**src/rtl/div16x8_seq.sv**
```systemverilog
`timescale 1ns/1ps
// -----------------------------------------------------------------------------
// div16x8_seq
//   Sequential unsigned divider: 16-bit dividend / 8-bit divisor giving a
//   16-bit quotient and an 8-bit remainder. Restoring shift-subtract, one
//   quotient bit per clock, with a start/busy/done handshake. Used to undo a
//   product formed by the 8x8 multiplier.
//
//   Timing: start accepted at edge N, sixteen iterations on edges N+1..N+16,
//   done pulses for the cycle after edge N+16. A zero divisor short-cuts to
//   the DONE state on the accepting edge (done one cycle after start).
//
// Ports
//   clk        in   1   rising-edge clock
//   rst        in   1   asynchronous, active-high reset (aborts any division)
//   start      in   1   request, honoured only when not busy
//   dividend   in   16  unsigned dividend, captured on acceptance
//   divisor    in   8   unsigned divisor, captured on acceptance
//   busy       out  1   high while iterating
//   done       out  1   one-cycle pulse when results become valid
//   quotient   out  16  registered quotient (16'hFFFF on divide-by-zero)
//   remainder  out  8   registered remainder (dividend[7:0] on divide-by-zero)
//   div_zero   out  1   registered; captured divisor was zero
//   chk_err    out  1   sticky self-check error (only with DIV_SELFCHECK_EN)
//
// Build option
//   DIV_SELFCHECK_EN : when defined, adds chk_err and a reconstruction check
//                      quotient*divisor+remainder == dividend, remainder <
//                      divisor, evaluated in the DONE cycle (not for /0).
// -----------------------------------------------------------------------------
module div16x8_seq (
  input  logic        clk,
  input  logic        rst,
  input  logic        start,
  input  logic [15:0] dividend,
  input  logic [7:0]  divisor,
  output logic        busy,
  output logic        done,
  output logic [15:0] quotient,
  output logic [7:0]  remainder,
  output logic        div_zero
`ifdef DIV_SELFCHECK_EN
  ,
  output logic        chk_err
`endif
);

  typedef enum logic [1:0] {
    IDLE = 2'd0,
    CALC = 2'd1,
    DONE = 2'd2
  } state_t;

  state_t      state;
  state_t      state_nxt;

  logic [15:0] dvd_sh;    // dividend shifting out, quotient bits shifting in
  logic [7:0]  dvs;       // captured divisor
  logic [8:0]  rem_acc;   // partial remainder
  logic [3:0]  cnt;       // iteration index 0..15

  logic        accept;
  logic        dvs_is_zero;
  logic        last_step;
  logic [9:0]  step;
  logic        qbit;
  logic [8:0]  rem_nxt;

  // One restoring iteration: shift the next dividend bit into the partial
  // remainder and subtract the divisor if it fits. Only the low 8 bits of the
  // previous remainder matter because a restored remainder is always < dvs.
  // Returns {qbit, new_rem}.
  function automatic logic [9:0] div_step(input logic [7:0] rem_lo,
                                          input logic       msb,
                                          input logic [7:0] d);
    logic [8:0] t;
    t = {rem_lo, msb};
    if (t >= {1'b0, d}) div_step = {1'b1, t - {1'b0, d}};
    else                div_step = {1'b0, t};
  endfunction

  assign accept      = start && (state != CALC);
  assign dvs_is_zero = (divisor == 8'd0);
  assign last_step   = (state == CALC) && (cnt == 4'd15);

  assign step    = div_step(rem_acc[7:0], dvd_sh[15], dvs);
  assign qbit    = step[9];
  assign rem_nxt = step[8:0];

  // rem_acc[8] is always zero after a restoring step; the ninth bit exists so
  // the trial value t is formed without overflow, and is otherwise not read.
  logic unused_rem_msb;
  assign unused_rem_msb = rem_acc[8];

  // ---- FSM: state register ----
  always_ff @(posedge clk or posedge rst) begin
    if (rst) state <= IDLE;
    else     state <= state_nxt;
  end

  // ---- FSM: next-state logic ----
  always_comb begin
    state_nxt = state;
    unique case (state)
      IDLE, DONE: begin
        if (start) state_nxt = dvs_is_zero ? DONE : CALC;
        else       state_nxt = IDLE;
      end
      CALC:    state_nxt = (cnt == 4'd15) ? DONE : CALC;
      default: state_nxt = IDLE;
    endcase
  end

  // ---- FSM: outputs ----
  always_comb begin
    busy = (state == CALC);
    done = (state == DONE);
  end

  // ---- Iteration control ----
  always_ff @(posedge clk or posedge rst) begin
    if (rst)                 cnt <= 4'd0;
    else if (accept)         cnt <= 4'd0;
    else if (state == CALC)  cnt <= cnt + 4'd1;
  end

  // ---- Working datapath (no reset: always loaded before use) ----
  always_ff @(posedge clk) begin
    if (accept && !dvs_is_zero) begin
      dvd_sh  <= dividend;
      dvs     <= divisor;
      rem_acc <= 9'd0;
    end else if (state == CALC) begin
      dvd_sh  <= {dvd_sh[14:0], qbit};
      rem_acc <= rem_nxt;
    end
  end

  // ---- Result registers ----
  // Results change only on a completion edge: the final iteration, or the
  // accepting edge of a divide-by-zero (which is its own completion).
  always_ff @(posedge clk or posedge rst) begin
    if (rst) begin
      quotient  <= 16'd0;
      remainder <= 8'd0;
      div_zero  <= 1'b0;
    end else if (accept && dvs_is_zero) begin
      quotient  <= 16'hFFFF;
      remainder <= dividend[7:0];
      div_zero  <= 1'b1;
    end else if (last_step) begin
      quotient  <= {dvd_sh[14:0], qbit};
      remainder <= rem_nxt[7:0];
      div_zero  <= 1'b0;
    end
  end

`ifdef DIV_SELFCHECK_EN
  // ---- Self-check: reconstruct the dividend during the DONE cycle ----
  logic [15:0] dvd_cap;
  logic [23:0] recon;

  always_ff @(posedge clk) begin
    if (accept && !dvs_is_zero) dvd_cap <= dividend;
  end

  assign recon = ({8'd0, quotient} * {16'd0, dvs}) + {16'd0, remainder};

  always_ff @(posedge clk or posedge rst) begin
    if (rst) begin
      chk_err <= 1'b0;
    end else if ((state == DONE) && !div_zero &&
                 ((recon != {8'd0, dvd_cap}) || (remainder >= dvs))) begin
      chk_err <= 1'b1;
    end
  end
`endif

endmodule
```
**config.mk**
```make
export PLATFORM = sky130hd
export DESIGN_NAME = div16x8_seq
export DESIGN_NICKNAME = d
export VERILOG_FILES = /design/src/rtl/div16x8_seq.sv
export SDC_FILE = /design/constraint.sdc
export NUM_CORES = 1
export LEC_CHECK = 0
export ABC_CLOCK_PERIOD_IN_PS = 2100
export CAP_MARGIN = 15
export CORE_UTILIZATION = 45
export DETAILED_ROUTE_END_ITERATION = 16
export GPL_ROUTABILITY_DRIVEN = 0
export PLACE_DENSITY = 0.81
export SYNTH_ARGS = -nofsm -noshare
export SYNTH_HDL_FRONTEND = slang
export SYNTH_SLANG_ARGS = --single-unit
```
**constraint.sdc**
```tcl
create_clock -name clk -period 2.1 [get_ports clk]
set_clock_uncertainty 0.05 [all_clocks]
set_input_delay 0.42 -clock clk [delete_from_list [all_inputs] [get_ports clk]]
set_output_delay 0.42 -clock clk [all_outputs]
set_load 0.05 [all_outputs]
```
# [Word level (Yosys, flattened, before mapping)]
# Index checks and enable logic that the tools add are counted.
[op_classes] add_sub_neg=2 order_cmp=1 n_eq_ne=4 n_mux=15 reduce_logical=11
[op_table] cell="2-to-1 mux 16 bit" count=4
[op_table] cell="2-to-1 mux 8 bit" count=2
[op_table] cell="2-to-1 mux 10 bit" count=1
[op_table] cell="greater-or-equal comparator 9 x 8 -> 1 bit" count=1
[op_table] cell="subtractor 9 x 8 -> 9 bit" count=1
[op_table] cell="logical NOT 8 bit" count=1
[op_table] cell="2-to-1 mux 4 bit" count=2
[op_table] cell="2-to-1 mux 2 bit" count=3
[op_table] cell="nonzero test 2 bit" count=3
[op_table] cell="adder 4 x 1 -> 4 bit (second input constant)" count=1
[op_table] cell="== test 4 bit (second input constant)" count=1
[op_table] cell="logical AND 1 bit" count=4
[op_table] cell="one-hot mux 2 bit (2 select lines)" count=1
[op_table] cell="== test 2 x 1 -> 1 bit (second input constant)" count=1
[op_table] cell="== test 2 bit (second input constant)" count=1
[op_table] cell="logical NOT 2 bit" count=1
[op_table] cell="2-to-1 mux 1 bit" count=2
[op_table] cell="!= test 2 x 1 -> 1 bit (second input constant)" count=1
[op_table] cell="OR reduction 2 bit" count=1
[op_table] cell="logical NOT 1 bit" count=1
[word_totals] reg_bits=63 input_bits=27 out_inout_bits=27 wordCells=41

# [Longest topological paths before layout]
[depth] depth_word=4 depth_mapped=9 ltp_nobuf=8

# [Worst setup path after synthesis]
# OpenSTA, ideal clock, no wires.
[synth_path] path_kind="input to register" start="input divisor[5]" end="register dvd_sh[10], data pin" setup_ps=260 arrival_time_ps=1946 slack_ps=-156 stages=5 path_buffers=1 path_cell_list="or4_4 -> or2_2 -> nand3_4 -> buf_6 -> mux2_2"
[synth_via] elab_chain_cells=4
[synth_rtl] item="from (decl)" line_no="36" source="input logic [7:0] divisor,"
[synth_rtl] item="logical NOT 8 bit" line_no="83" source="assign dvs_is_zero = (divisor == 8'd0);"
[synth_rtl] item="logical NOT 1 bit" line_no="129" source="if (accept && !dvs_is_zero) begin"
[synth_rtl] item="logical AND 1 bit" line_no="129"
[synth_rtl] item="2-to-1 mux 16 bit" line_no="129"
[synth_rtl] item="to (signal assigned)" line_no="130" source="dvd_sh <= dividend;"
[synth_rtl] item="to (signal assigned)" line_no="134" source="dvd_sh <= {dvd_sh[14:0], qbit};"
[synth_rtl] item="to (decl)" line_no="57" source="logic [15:0] dvd_sh;"
# Every way passes these cells.
# A chain may end at the register's enable or synchronous reset.

# [Worst setup path after layout]
[layout_path] start="register rem_acc[2]" end="register remainder[2]"
[layout_via] elab_chain_cells=4
[layout_rtl] item="from (decl)" line_no="59" source="logic [8:0] rem_acc;"
[layout_rtl] item="from (signal assigned)" line_no="135" source="rem_acc <= rem_nxt;"
[layout_rtl] item="greater-or-equal comparator 9 x 8 -> 1 bit" line_no="78" source="if (t >= {1'b0, d}) div_step = {1'b1, t - {1'b0, d}};"
[layout_rtl] item="2-to-1 mux 10 bit" line_no="78"
[layout_rtl] item="2-to-1 mux 8 bit" line_no="151" source="end else if (last_step) begin"
[layout_rtl] item="2-to-1 mux 8 bit" line_no="147" source="end else if (accept && dvs_is_zero) begin"
[layout_rtl] item="to (signal assigned)" line_no="149" source="remainder <= dividend[7:0];"
[layout_rtl] item="to (signal assigned)" line_no="153" source="remainder <= rem_nxt[7:0];"
[layout_rtl] item="to (decl)" line_no="40" source="output logic [7:0] remainder,"
# Every way passes these cells. The select of a mux whose other input is x is not followed.

==> run summary <==
RSZ-0062 raised after global routing -> true
final worst path period need -> 2.13 ns
CP Cell Sequence -> ha_4, and4_4, and2_4, a221oi_4, buf_12, mux2i_2, o221ai_1
status -> complete, but fails checks
Comb power frac -> 58.2%
DP Area -> 4000 sq um
Clock Latency Late Sink -> 0.34 ns
Vias -> 2483
WP data arrival -> 2.28 ns
Max Fanout on Critical Path -> 6
Avg Cell Area, Syn -> 11.9 sq um
library cells used by synthesis -> 48
WP data required -> 2.25 ns
H-tree depth -> 3
leakage power -> 0.00186 uW
CTS tree -> built
ANT nets after route -> 0
CP Launch Type -> flip-flop
clk slew on worst S/H paths -> 0.07 ns
cell area power density -> 1750 nW/um^2
DR pass1 iterations -> 10
slowest cell delay on critical path -> 0.46 ns
GR Util All Layers -> 24.1%
Final setup viols -> 4
share of cells above drive strength 1 -> 31.0%
diodes inserted -> 0
Slowest-stage cell, CP -> dfxtp_1
IO Pins -> 54
Num CTS Buffers -> 9
Iteration-0 DRC Markers -> 110
final slew viol count -> 0
mapped cell area -> 3040 sq um
Rel. slew slack -> 65.8%
crit path kind -> reg2reg
HPWL after DPL -> 5.15 mm
Synth warnings -> 0
chip height -> 84.2 microns
initial antenna violation count -> 0
P&R area growth vs syn -> 43.6%
WL/cell -> 18.2 microns
root buf cell -> clkbuf_8
final hold slack -> 0.407 ns
Main synth FF type -> dfrtp_1
Die X -> 84.2 microns
worst slew pin tran -> 0.511 ns
Final Util -> 68.0%
Tcrit/Tclk final -> 101%
Rows -> 29
violated checks -> DRC, setup timing
Clock Power Share -> 11.4%
clock sink total -> 63
via-per-instance ratio -> 5.63
Synth area leader -> dfrtp_1
Synth Register Bits -> 63
maximum VDD drop -> 1160 uV
Synth area leaders -> dfrtp_1, edfxtp_1, mux2_2, dfxtp_1, o22a_1
Max Cap Viol -> 0
drt total wl -> 8.02 mm
GRT overflow -> 0
Net Count, Synth -> 293
Seq/Total Area, Yosys -> 54.5%
Synth async-reset ratio -> 49.2%
fraction of power spent switching nets -> 42.3%
design area -> 4370 sq um
Pwr Total -> 7650 uW
Mapped Cells -> 256
die area -> 7090 sq um
Sw Pwr -> 3240 uW
sequential share of power -> 30.4%
Residual DRC -> 5
Initial Util -> 47.3%
# port buffers -> 53
nets -> 396
Hold Buf Count CTS -> 0
first-pass GRT wire length -> 12.9 mm
Final Hold Fails -> 0
maximum buffer depth of the clock tree -> 2
Post-synth EDFFs -> 24
Hold Path Class -> in2async
largest net degree at the start of global routing -> 32
vias in the first global route -> 2594
core area -> 6420 sq um
area share of the largest cell type after synthesis -> 25.5%
CP endpoint kind -> flip-flop
FMAX -> 469 MHz
Int Power -> 4410 uW
Final Worst Setup Slack -> -0.0300 ns
==> routing by layer <==
metal  vias up  global-route usage, %  share of wire, %
li1       1157                      -                 -
met3        22                   4.52               4.6
met5         -                      0                 0
met2        85                   39.3                48
met4         0                   13.5               3.3
met1      1219                   30.3                44
==> final cells by class <==
cell class	instances	area, sq um
fillers	463	2060
clock inverters	2	8.76
inverters	15	56.3
multi-input cells	169	1470
repair buffers	101	938
clock buffers	14	143
well taps	77	96.3
flip-flops and latches	63	1660
==> cell usage after synthesis, types with 3 or more instances <==
cell,number
a21oi_1,6
a311o_1,3
a32oi_1,3
clkbuf_1,6
dfrtp_1,31
dfxtp_1,8
edfxtp_1,24
ha_1,9
inv_1,15
mux2_2,17
mux2i_1,3
nand2_1,27
nor2_1,10
nor2b_1,7
nor3b_1,3
o21ai_0,16
o221ai_1,5
o22a_1,16
or2_2,4
==> sequential cells by signal (all words and copies together) (netlist names) <==
name,flops
cnt,4
div_zero,1
dvd_sh,16
dvs,8
quotient,16
rem_acc,8
remainder,8
state,2
==> layout by cell type, fill, tap and decap left out, types with 7 or more instances in the layout <==
cell,Yosys,final
buf_4,1,43
dfrtp_1,31,31
edfxtp_1,24,24
o21ai_0,16,10
dfxtp_1,8,8
o22a_1,16,16
nor2_1,10,10
clkbuf_8,0,9
mux2_4,0,13
nand2_1,27,27
clkdlybuf4s50_1,0,44
inv_1,15,11
dlygate4sd2_1,0,7
==> power groups by stage <==
stage	Sequential [uW]	Clock [uW]	Combinational, uW
2_1_floorplan	2980	0	1810
4_1_cts	2300	885	4290
3_5_place_dp	2280	0	3910
3_3_place_gp	2270	0	3800
6_report	2320	875	4450
5_1_grt	2380	938	4730
==> worst max-delay path, delay by kind of cell (launching register included) <==
kind	cells	cell delay, ns
adder cells (fa/ha/maj)	1	0.25
AND/OR/NAND/NOR	2	0.33
flip-flops	1	0.46
multiplexers	1	0.26
AO/OA/AOI/OAI	2	0.47
buffers and inverters	1	0.17
==> kinds of logic after synthesis <==
logic type | share of synthesized area, %
mux | 7.28
buf+inv | 3.91
fa+ha+maj | 4.36
flops | 54.5
compound gates | 16.4
simple gates | 12.4
xor+xnor | 1.15
==> per-stage QoR <==
step                cells  setup TNS (ns)  setup slack, ns
floorplan             256          -0.565          -0.0625
global placement      418          -25.14           -0.469
detailed placement    418          -26.50           -0.497
CTS                   439          -0.169          -0.0471
global route          441          -0.669          -0.0998
finish                441         -0.0962          -0.0300
==> path summary, 6_finish.rpt <==
| path | from | to | slack, ns | cells after the start |
|---|---|---|---|---|
| max | rem_acc[2] | remainder[2] | -0.03 | 7 |
| min | rst | quotient[1] | 0.41 | 3 |
| max reg2reg | rem_acc[2] | remainder[2] | -0.03 | 7 |
| min reg2reg | rem_acc[1] | rem_acc[1] | 0.45 | 2 |
| max in group asynchronous | rst | remainder[7] | 1.27 | 3 |
| min in group clk | divisor[1] | dvs[1] | 0.44 | 2 |
==> what timing repair did <==
action,CTS,global route
pin swaps,11,2
buffers inserted,3,2
resized for setup,41,8
setup endpoints to repair,54,15
gates cloned,2,0
endpoints found under the hold margin,0,0
Power figures use the tool's default switching activity.
